--- src/rtl/key_debounce_pkg.sv ---
// key_debounce_pkg: shared state type, counter width helper and default constants
package key_debounce_pkg;
  typedef enum logic [1:0] {RELEASED, PRESS_PEND, PRESSED, RELEASE_PEND} key_state_t;
  localparam int STABLE_SAMPLES_DEF = 3;
  localparam int REPEAT_DELAY_DEF = 25;
  localparam int REPEAT_PERIOD_DEF = 5;
  function automatic int cnt_w(input int n);
    return (n < 1) ? 1 : $clog2(n + 1);
  endfunction
endpackage

--- src/rtl/key_debounce_cell.sv ---
// key_debounce_cell: one key's synchronizer, debounce FSM and pulse outputs (auto-repeat under KEY_DEBOUNCE_REPEAT_EN)
module key_debounce_cell
  import key_debounce_pkg::*;
#(
  parameter int STABLE_SAMPLES = STABLE_SAMPLES_DEF,
  parameter int RAW_ACTIVE_LOW = 1
`ifdef KEY_DEBOUNCE_REPEAT_EN
  ,
  parameter int REPEAT_DELAY = REPEAT_DELAY_DEF,
  parameter int REPEAT_PERIOD = REPEAT_PERIOD_DEF
`endif
) (
  input  logic clk_in,
  input  logic rst_n,
  input  logic strobe_i,
  input  logic raw_i,
  output logic level_o,
  output logic press_o,
  output logic rel_o
);
  localparam int CW = cnt_w(STABLE_SAMPLES);
  localparam logic [CW-1:0] SS = CW'(STABLE_SAMPLES);
  localparam logic [CW-1:0] ONE = CW'(1);
  logic [1:0] sync_q;
  key_state_t state_q, state_d;
  logic [CW-1:0] cnt_q, cnt_d, inc;
  logic level_q, press_q, rel_q, level_d, press_d, rel_d, sample, hit, rise, rep;
  assign sample = (RAW_ACTIVE_LOW != 0) ? ~sync_q[1] : sync_q[1];
  assign inc = cnt_q + ONE;
  assign hit = (inc == SS);
  // next state and counter, evaluated only on strobe cycles
  always_comb begin
    state_d = state_q;
    cnt_d = cnt_q;
    if (strobe_i)
      case (state_q)
        RELEASED: if (sample) begin
          state_d = (SS == ONE) ? PRESSED : PRESS_PEND;
          cnt_d = (SS == ONE) ? '0 : ONE;
        end
        PRESS_PEND: begin
          state_d = !sample ? RELEASED : (hit ? PRESSED : PRESS_PEND);
          cnt_d = (!sample || hit) ? '0 : inc;
        end
        PRESSED: if (!sample) begin
          state_d = (SS == ONE) ? RELEASED : RELEASE_PEND;
          cnt_d = (SS == ONE) ? '0 : ONE;
        end
        default: begin
          state_d = sample ? PRESSED : (hit ? RELEASED : RELEASE_PEND);
          cnt_d = (sample || hit) ? '0 : inc;
        end
      endcase
  end
  assign level_d = (state_d == PRESSED) || (state_d == RELEASE_PEND);
  assign rise = level_d & ~level_q;
  assign press_d = rise | rep;
  assign rel_d = level_q & ~level_d;
`ifdef KEY_DEBOUNCE_REPEAT_EN
  localparam int HW = cnt_w(REPEAT_DELAY);
  localparam logic [HW-1:0] HD = HW'(REPEAT_DELAY);
  localparam logic [HW-1:0] HR = HW'(REPEAT_DELAY - REPEAT_PERIOD);
  logic [HW-1:0] hold_q, hold_d, hold_inc;
  logic stay;
  assign hold_inc = hold_q + HW'(1);
  assign stay = strobe_i && (state_q == PRESSED) && (state_d == PRESSED);
  assign rep = stay && (hold_inc == HD);
  assign hold_d = (state_d == RELEASED || rise) ? '0 : stay ? (rep ? HR : hold_inc) : hold_q;
  // hold counter: reloads after each repeat so the next one follows REPEAT_PERIOD later
  always_ff @(posedge clk_in or negedge rst_n)
    if (!rst_n) hold_q <= '0;
    else hold_q <= hold_d;
`else
  assign rep = 1'b0;
`endif
  // synchronizer, FSM state and registered outputs
  always_ff @(posedge clk_in or negedge rst_n)
    if (!rst_n) begin
      sync_q <= '0;
      state_q <= RELEASED;
      cnt_q <= '0;
      level_q <= 1'b0;
      press_q <= 1'b0;
      rel_q <= 1'b0;
    end else begin
      sync_q <= {sync_q[0], raw_i};
      state_q <= state_d;
      cnt_q <= cnt_d;
      level_q <= level_d;
      press_q <= press_d;
      rel_q <= rel_d;
    end
  assign level_o = level_q;
  assign press_o = press_q;
  assign rel_o = rel_q;
endmodule

--- src/rtl/key_debounce.sv ---
// key_debounce: 50 Hz strobe generator plus NUM_KEYS debounce cells (auto-repeat under KEY_DEBOUNCE_REPEAT_EN)
module key_debounce
  import key_debounce_pkg::*;
#(
  parameter int NUM_KEYS = 8,
  parameter int STABLE_SAMPLES = STABLE_SAMPLES_DEF,
  parameter int RAW_ACTIVE_LOW = 1
`ifdef KEY_DEBOUNCE_REPEAT_EN
  ,
  parameter int REPEAT_DELAY = REPEAT_DELAY_DEF,
  parameter int REPEAT_PERIOD = REPEAT_PERIOD_DEF
`endif
) (
  input  logic                clk_in,
  input  logic                rst_n,
  input  logic                sample_clk_in,
  input  logic [NUM_KEYS-1:0] key_raw,
  output logic [NUM_KEYS-1:0] key_level,
  output logic [NUM_KEYS-1:0] key_press,
  output logic [NUM_KEYS-1:0] key_release
);
  logic [2:0] samp_q;
  logic strobe_q;
  // synchronize the divider output and register its rising edge as a one-cycle strobe
  always_ff @(posedge clk_in or negedge rst_n)
    if (!rst_n) begin
      samp_q <= '0;
      strobe_q <= 1'b0;
    end else begin
      samp_q <= {samp_q[1:0], sample_clk_in};
      strobe_q <= samp_q[1] & ~samp_q[2];
    end
  for (genvar i = 0; i < NUM_KEYS; i++) begin : g_key
    key_debounce_cell #(
      .STABLE_SAMPLES(STABLE_SAMPLES),
      .RAW_ACTIVE_LOW(RAW_ACTIVE_LOW)
`ifdef KEY_DEBOUNCE_REPEAT_EN
      ,
      .REPEAT_DELAY(REPEAT_DELAY),
      .REPEAT_PERIOD(REPEAT_PERIOD)
`endif
    ) u_cell (
      .clk_in  (clk_in),
      .rst_n   (rst_n),
      .strobe_i(strobe_q),
      .raw_i   (key_raw[i]),
      .level_o (key_level[i]),
      .press_o (key_press[i]),
      .rel_o   (key_release[i])
    );
  end
endmodule

--- config.mk ---
export PLATFORM = sky130hd
export DESIGN_NAME = key_debounce
export DESIGN_NICKNAME = d
export VERILOG_FILES = /design/src/rtl/key_debounce_pkg.sv /design/src/rtl/key_debounce_cell.sv /design/src/rtl/key_debounce.sv
export SDC_FILE = /design/constraint.sdc
export NUM_CORES = 1
export LEC_CHECK = 0
export ABC_CLOCK_PERIOD_IN_PS = 4300
export BUFFER_PORTS_ARGS = -buffer_cell sky130_fd_sc_hd__buf_2
export CAP_MARGIN = 20
export CORE_MARGIN = 1.5
export CORE_UTILIZATION = 61
export DETAILED_ROUTE_END_ITERATION = 6
export PLACE_DENSITY = 0.89
export SYNTH_ARGS = -nofsm -noshare
export SYNTH_HDL_FRONTEND = slang
export SYNTH_HIERARCHICAL = 1
export SYNTH_SLANG_ARGS = --single-unit
export TNS_END_PERCENT = 20
--- constraint.sdc ---
create_clock -name clk_in -period 4.3 [get_ports clk_in]
set_input_delay 1.29 -clock clk_in [delete_from_list [all_inputs] [get_ports clk_in]]
set_output_delay 1.29 -clock clk_in [all_outputs]
set_load 0.03 [all_outputs]
Word level (Yosys, flattened, before mapping)
Cells that the tools add are included.
{"block": "op_classes", "addsub": 8, "eq_ne": 56, "mux": 104, "n_bitwise": 42, "n_reduce_logical": 40}
{"operator": "2-bit 2-to-1 mux", "count": 88}
{"operator": "2-bit case mux with 3 select lines", "count": 16}
{"operator": "2-bit equality test (second input constant)", "count": 32}
{"operator": "1-bit NOT", "count": 25}
{"operator": "1-bit logical OR", "count": 24}
{"operator": "3-bit AND reduction", "count": 8}
{"operator": "1-bit AND", "count": 17}
{"operator": "2-bit by 1-bit adder with 2-bit output (second input constant)", "count": 8}
{"operator": "2-bit by 1-bit equality test with 1-bit output (second input constant)", "count": 8}
{"operator": "2-bit zero test", "count": 8}
{"operator": "2-bit by 1-bit != test with 1-bit output (second input constant)", "count": 8}
{"operator": "2-bit != test (second input constant)", "count": 8}
{"block": "word_totals", "reg_bits": 76, "in_bits": 11, "out_inout_bits": 24, "elab_cells": 300}

Depth between registers and ports, before layout
Gate-level depths: netlist of the first run.
{"block": "logic_depth", "depth_word": 10, "depth_mapped": 5, "mapped_depth_nobuf": 5}

Modules after synthesis
The synthesis of the first run kept the hierarchy.
{"mod": "key_debounce_cell", "instances": 8, "cells_each": 31, "area_each_um2": 364.1, "seq_area_each_um2": 225.2}
{"mod": "key_debounce", "instances": 1, "cells_each": 5, "area_each_um2": 113.9, "seq_area_each_um2": 100.1}

Worst setup path before layout of the first run
Ideal clock, no wire load.
{"block": "synth_path", "kind": "register -> output", "start": "register g_key[0].u_cell.level_q", "end": "output key_level[0]", "arrival_time_ps": 491, "required_ps": 3010, "path_slack_ps": 2519, "stages_incl_launch_ff": 1, "n_path_buf": 0, "cell_sequence": "dfrtp_1"}
{"element": "from (decl)", "line": "key_debounce_cell.sv:27", "rtl": "logic level_q, press_q, rel_q, level_d, press_d, rel_d, sample, hit, rise, rep;"}
{"element": "from (signal assigned)", "line": "key_debounce_cell.sv:89", "rtl": "level_q <= level_d;"}
{"element": "to (decl)", "line": "key_debounce.sv:18", "rtl": "output logic [NUM_KEYS-1:0] key_level,"}
No word-level cell between the ends.

Final worst setup path of the first run
{"block": "layout_path", "start": "register g_key[7].u_cell.level_q", "end": "output key_level[7]"}
{"element": "from (decl)", "line": "key_debounce_cell.sv:27"}
{"element": "from (signal assigned)", "line": "key_debounce_cell.sv:89"}
No word-level cell between the ends.

==> results of run 1 <==
## per-stage QoR
stage	hold slack, ps	worst slack [ps]
final	350	2070
after global routing	356	2030
after CTS	352	2060
after detailed placement	335	2230
after global placement	332	2230
after floorplan	331	2520
## state kept, by name (all words and copies together) (netlist names)
name	count
g_key.u_cell/state_q	16
g_key.u_cell/level_o	8
g_key.u_cell/press_o	8
g_key.u_cell/sync_q	16
g_key.u_cell/rel_o	8
g_key.u_cell/cnt_q	16
strobe_q	1
samp_q	3
## synth_stat cells
library cell,n
inv_1,40
and2_1,8
a2bb2oi_1,8
nand3_1,8
a22o_1,8
xnor2_1,8
nand2_1,24
ha_1,16
mux2i_2,8
nor3_1,8
nand3_2,8
nor2b_4,1
dfrtp_1,76
o21ai_0,16
nor2_1,16
## final cells by class
type / count / share of cell area, %
Sequential cell: 76 / 54.1
Multi-Input combinational cell: 137 / 27.7
Timing Repair Buffer: 35 / 5.13
Clock buffer: 11 / 4.31
Inverter: 40 / 4.27
Tap cell: 67 / 2.39
Clock inverter: 4 / 2.06
## report_power, final
| group | total [W] | internal (W) | switching (W) |
|---|---|---|---|
| clock | 0.000590 | 0.000354 | 0.000236 |
| combinational | 0.000661 | 0.000244 | 0.000417 |
| sequential | 0.00106 | 0.000919 | 0.000144 |
| total | 0.00231 | 0.00152 | 0.000797 |
## path summary, 6_finish.rpt
check | from | endpoint | slack [ps] | cells past startpoint
max | g_key[7].u_cell/level_o | key_level[7] | 2070 | 1
min | g_key[4].u_cell/sync_q[0] | g_key[4].u_cell/sync_q[1] | 350 | 0
max reg2reg | strobe_q | g_key[6].u_cell/rel_o | 2920 | 4
min reg2reg | g_key[4].u_cell/sync_q[0] | g_key[4].u_cell/sync_q[1] | 350 | 0
max in group asynchronous | rst_n | g_key[2].u_cell/cnt_q[0] | 2650 | 1
min in group asynchronous | rst_n | g_key[5].u_cell/sync_q[1] | 1090 | 1
## cells by family after synthesis
family	Yosys count	share of synthesized area, %
AOI/OAI and AO/OA	32	7.28
xor gates and xnor gates	8	2.32
adders and majority gates	16	6.61
buffers and inverters	40	4.96
DFF	76	62.8
muxes	8	3.64
and+or+nand+nor	73	12.4
## metal layers
metal / vias up / wire length, microns / GRT usage, %
met2: 48 / 2350 / 32.2
met3: 5 / 237 / 9.05
met5: - / 0 / 0
li1: 909 / - / -
met4: 0 / 42 / 5.56
met1: 922 / 1980 / 23.4
==> results.tsv, run 1 <==
stage	metric	value	unit
cts	postCtsSetupBuffers	0	
layout	nFillCells	329	
grt	grt_first_pass_wirelength	7860	microns
worst_setup_path	cp.buffers_inverters	1	
layout	syn2layout_area_growth	16.1	%
grt	grt_max_degree	77	
yosys	ys_seq_area_share	62.8	%
power	ir_drop	294	uV
grt	grt_pass1_vias	1844	
die	rows	25	
cts	cts_root_buf	clkbuf_8	
drt	drc_errors	0	
place	placed_area	3290	sq um
layout	instances_no_fill	370	
drt	vias	1884	
power	powerDensity	658	nW/um^2
cts	cts-resized-gates	0	
job	drv_cap	0	
drt	ant_nets	0	
sta	setup_tns	0	ps
worst_setup_path	worstSetupStartpointType	flip-flop	
sta	clock.fmax	0.449	GHz
sta	post-route-period-util	51.8	%
cts	cts_buffers	9	
hold_path	hp-class	reg -> reg	
yosys	synthDistinctLibCells	15	
drt	post_drt_wl_per_cell	12.4	microns
sta	finalSetupViolCount	0	
sta	slew_headroom	40.2	%
power	leakage	1.93	nW
yosys	synth-seq-cells	76	
place	dp.cells	355	
place	port_buffers	34	
worst_setup_path	path_max_fanout	3	
yosys	synth.top_cells.by_area	dfrtp_1, ha_1, inv_1	
sta	final_hold_viol_count	0	
outcome	run_status	completed	
die	die_y	73.4	microns
sta	period_needed	2230	ps
yosys	syn_nets	280	
layout	final_common_cell	dfrtp_1	
layout	fin_util	73.9	%
die	fp.dieW	73.4	microns
sta	slew_violations	0	
worst_setup_path	cp-end-kind	output pin	
cts	clk_latency	340	ps
drt	drt_iter0_drc	122	
worst_setup_path	crit_required	3010	ps
drt	first_pass_iters	5	
worst_setup_path	crit_type	reg -> out	
cts	clock_sinks	76	
die	design.core.area	4750	sq um
cts	cts_htree_levels	3	
die	fp.dieArea	5390	sq um
worst_setup_path	critical_path.top_delay_family	flip-flops	
layout	final_nets	326	
layout	seqCellArea	1900	sq um
layout	final_area	3510	sq um
cts	cts_hold_buf	0	
yosys	syn_area	3030	sq um
yosys	syn_avg_cell_area	12.0	sq um
sta	rsz0062_at_grt	no	
layout	layout_common_cells	dfrtp_1, inv_1, buf_2	
layout	antenna_cells	0	
worst_setup_path	crit_chain	buf_2	
yosys	synthCells	253	
grt	antenna_found_initial	0	
worst_setup_path	crit_path_top_delay_cell	dfrtp_1	
layout	multi_input_area	975	sq um
worst_setup_path	cpPeakStageDelay	380	ps
die	io_pins	35	
yosys	yosys.area.top_type	dfrtp_1	
cts	clk_pin_slew	80	ps
yosys	yosys_warnings	6	
cts	cts_tree	yes	
yosys	yosys.area.top_type_share	62.8	%
sta	worstMarginPinSlew	897	ps
grt	grt.total_usage	19.7	%
place	hpwl	2930	microns
worst_setup_path	worstPathArrival	940	ps
cts	ctsLongestPathBuffers	2	
sta	skew	6.82	ps
drt	vias_per_cell	5.09	
drt	wl	4610	microns
place	routabilityCongestion	0.709	
grt	grt_overflow	0	
layout	drive_gt1_share	22.1	%
power	power	0.00231	W
die	start_util	63.7	%
Power figures use the tool's default switching activity.
==> run 2, diff against run 1 <==
--- a/config.mk
+++ b/config.mk
@@ -5,13 +5,13 @@
 export SDC_FILE = /design/constraint.sdc
 export NUM_CORES = 1
 export LEC_CHECK = 0
-export ABC_CLOCK_PERIOD_IN_PS = 4300
+export ABC_CLOCK_PERIOD_IN_PS = 2100
 export BUFFER_PORTS_ARGS = -buffer_cell sky130_fd_sc_hd__buf_2
 export CAP_MARGIN = 20
 export CORE_MARGIN = 1.5
-export CORE_UTILIZATION = 61
+export CORE_UTILIZATION = 57
 export DETAILED_ROUTE_END_ITERATION = 6
-export PLACE_DENSITY = 0.89
+export PLACE_DENSITY = 0.84
 export SYNTH_ARGS = -nofsm -noshare
 export SYNTH_HDL_FRONTEND = slang
 export SYNTH_HIERARCHICAL = 1
==> constraint.sdc (replaced) <==
create_clock -name clk_in -period 2.1 [get_ports clk_in]
set_input_delay 0.63 -clock clk_in [delete_from_list [all_inputs] [get_ports clk_in]]
set_output_delay 0.63 -clock clk_in [all_outputs]
set_load 0.03 [all_outputs]
==> run 2 against run 1 <==
Wire length rose by 5.5%. Flip-flop and latch count did not move. Sequential power rose by 110%. Register-to-register slack worse by 2300 ps. Global-route usage increased by 0.28 points.
==> results.tsv, run 2 (synthesis results as in run 1) <==
stage	metric	value	unit	change
outcome	run_status	completed		unchanged
layout	reg_top3	g_key.u_cell/cnt_q: 16 flops, g_key.u_cell/state_q: 16 flops, g_key.u_cell/sync_q: 16 flops		unchanged
grt	grt_pass1_vias	1810		was 1844
grt	antenna_found_initial	0		unchanged
place	port_buffers	34		unchanged
layout	final_nets	328		was 326
worst_setup_path	rr_startpoint	strobe_q		unchanged
sta	worstMarginPinSlew	432	ps	was 897 ps
die	fp.dieW	75.9	microns	was 73.4 microns
die	fp.dieArea	5760	sq um	was 5390 sq um
place	routabilityCongestion	0.719		was 0.709
sta	post-route-period-util	74.8	%	
drt	drt_iter0_drc	76		was 122
worst_setup_path	critical_path.top_delay_family	flip-flops		unchanged
worst_setup_path	cp-end-kind	output pin		unchanged
worst_setup_path	worst_r2r_path_depth	4		unchanged
layout	instances_no_fill	376		was 370
power	leakage	1.94	nW	was 1.93 nW
worst_setup_path	r2r_end	g_key[2].u_cell/rel_o		was g_key[6].u_cell/rel_o
drt	first_pass_iters	4		was 5
layout	fin_util	69.5	%	was 73.9%
grt	grt_first_pass_wirelength	8150	microns	was 7860 microns
cts	cts_htree_levels	3		unchanged
job	drv_cap	0		unchanged
sta	setup_tns	0	ps	unchanged
worst_setup_path	cp_num_cells	1		unchanged
grt	grt_max_degree	37		was 77
worst_setup_path	crit_end	key_level[2]		was key_level[7]
power	powerDensity	1330	nW/um^2	was 658 nW/um^2
cts	cts_buffers	9		unchanged
power	power	0.00473	W	was 0.00231 W
worst_setup_path	reg2reg_slack	630	ps	was 2920 ps
layout	antenna_cells	0		unchanged
layout	syn2layout_area_growth	17.3	%	was 16.1%
die	start_util	59.3	%	was 63.7%
cts	postCtsSetupBuffers	0		unchanged
cts	clock_sinks	76		unchanged
place	hpwl	3250	microns	was 2930 microns
cts	cts_hold_buf	0		unchanged
grt	grt_overflow	0		unchanged
sta	final_hold_viol_count	0		unchanged
worst_setup_path	worstPathArrival	940	ps	about the same
grt	grt.total_usage	20.0	%	was 19.7%
hold_path	hp-class	in -> async		was reg -> reg
worst_setup_path	crit_path_top_delay_cell	dfrtp_1		unchanged
layout	layout_common_cells	dfrtp_1, inv_1, buf_2		unchanged
drt	wl	4860	microns	was 4610 microns
drt	ant_nets	0		unchanged
die	die_y	75.9	microns	was 73.4 microns
sta	period_needed	1570	ps	
die	io_pins	35		unchanged
cts	cts_tree	yes		unchanged
worst_setup_path	crit_chain	buf_2		unchanged
cts	clk_latency	340	ps	about the same
cts	clk_pin_slew	70	ps	was 80 ps
drt	vias_per_cell	5.02		was 5.09
layout	final_common_cell	dfrtp_1		unchanged
cts	ctsLongestPathBuffers	2		unchanged
die	rows	26		was 25
worst_setup_path	cp.buffers_inverters	1		unchanged
cts	cts_root_buf	clkbuf_8		unchanged
worst_setup_path	cpPeakStageDelay	380	ps	about the same
place	dp.cells	360		was 355
sta	slew_headroom	71.2	%	was 40.2%
sta	rsz0062_at_grt	no		unchanged
die	design.core.area	5110	sq um	was 4750 sq um
drt	post_drt_wl_per_cell	12.9	microns	was 12.4 microns
sta	slew_violations	0		unchanged
sta	finalSetupViolCount	0		unchanged
drt	drc_errors	0		unchanged
cts	cts-resized-gates	0		unchanged
layout	drive_gt1_share	22.5	%	was 22.1%
power	ir_drop	681	uV	was 294 uV
worst_setup_path	path_max_fanout	3		unchanged
worst_setup_path	worstSetupStartpointType	flip-flop		unchanged
sta	clock.fmax	0.636	GHz	
worst_setup_path	crit_required	1470	ps	was 3010 ps
worst_setup_path	crit_type	reg -> out		unchanged
sta	skew	5.31	ps	was 6.82 ps
drt	vias	1886		was 1884
worst_setup_path	crit_start	g_key[2].u_cell/level_o		was g_key[7].u_cell/level_o
run 2: changes by cell type in the layout (fill, tap and decap cells not counted):
cell and delta:
buf_12 +2, clkbuf_8 -2, clkbuf_1 +1, clkinv_4 +1
clkinvlp_4 +1
run 2: cell type report:
cell class	count	area, sq um
sequential	76	1900
clock inverter	6	88.8
tap	70	87.6
fill	364	1560
clock buffer	10	128
inverter	40	150
multi-input combinational	137	975
timing repair buffer	37	220
run 2: power breakdown:
group / internal [W] / leakage (nW) / switching, W / total [W]
clock: 0.000669 / 0.102 / 0.000514 / 0.00118
combinational: 0.000512 / 0.870 / 0.000863 / 0.00137
sequential: 0.00188 / 0.964 / 0.000295 / 0.00218
total: 0.00306 / 1.94 / 0.00167 / 0.00473
run 2: per-layer routing:
| layer | track usage, % | vias to the layer above | routed length [microns] |
|---|---|---|---|
| met5 | 0 | - | 0 |
| met4 | 8.93 | 0 | 72 |
| met3 | 7.14 | 8 | 206 |
| met2 | 32.9 | 37 | 2510 |
| met1 | 23.5 | 924 | 2070 |
| li1 | - | 917 | - |
run 2: worst min-delay path by stage:
stage | start | endpoint | slack (ps) | cells after the start
final | rst_n | g_key[3].u_cell/press_o | 190 | 1
after global routing | rst_n | g_key[5].u_cell/press_o | 200 | 1
after CTS | rst_n | g_key[5].u_cell/cnt_q[1] | 180 | 1
after detailed placement | g_key[1].u_cell/sync_q[0] | g_key[1].u_cell/sync_q[1] | 340 | 0
after global placement | g_key[1].u_cell/sync_q[0] | g_key[1].u_cell/sync_q[1] | 330 | 0
after floorplan | rst_n | g_key[0].u_cell/cnt_q[0] | 330 | 0
run 2: per-stage QoR:
stage | setup slack, ps | area, sq um | hold WS, ps
2_1_floorplan | 450 | 3030 | 331
3_3_place_gp | 745 | 3330 | 333
3_5_place_dp | 657 | 3330 | 336
4_1_cts | 508 | 3550 | 179
5_1_grt | 491 | 3550 | 197
6_report | 529 | 3550 | 189
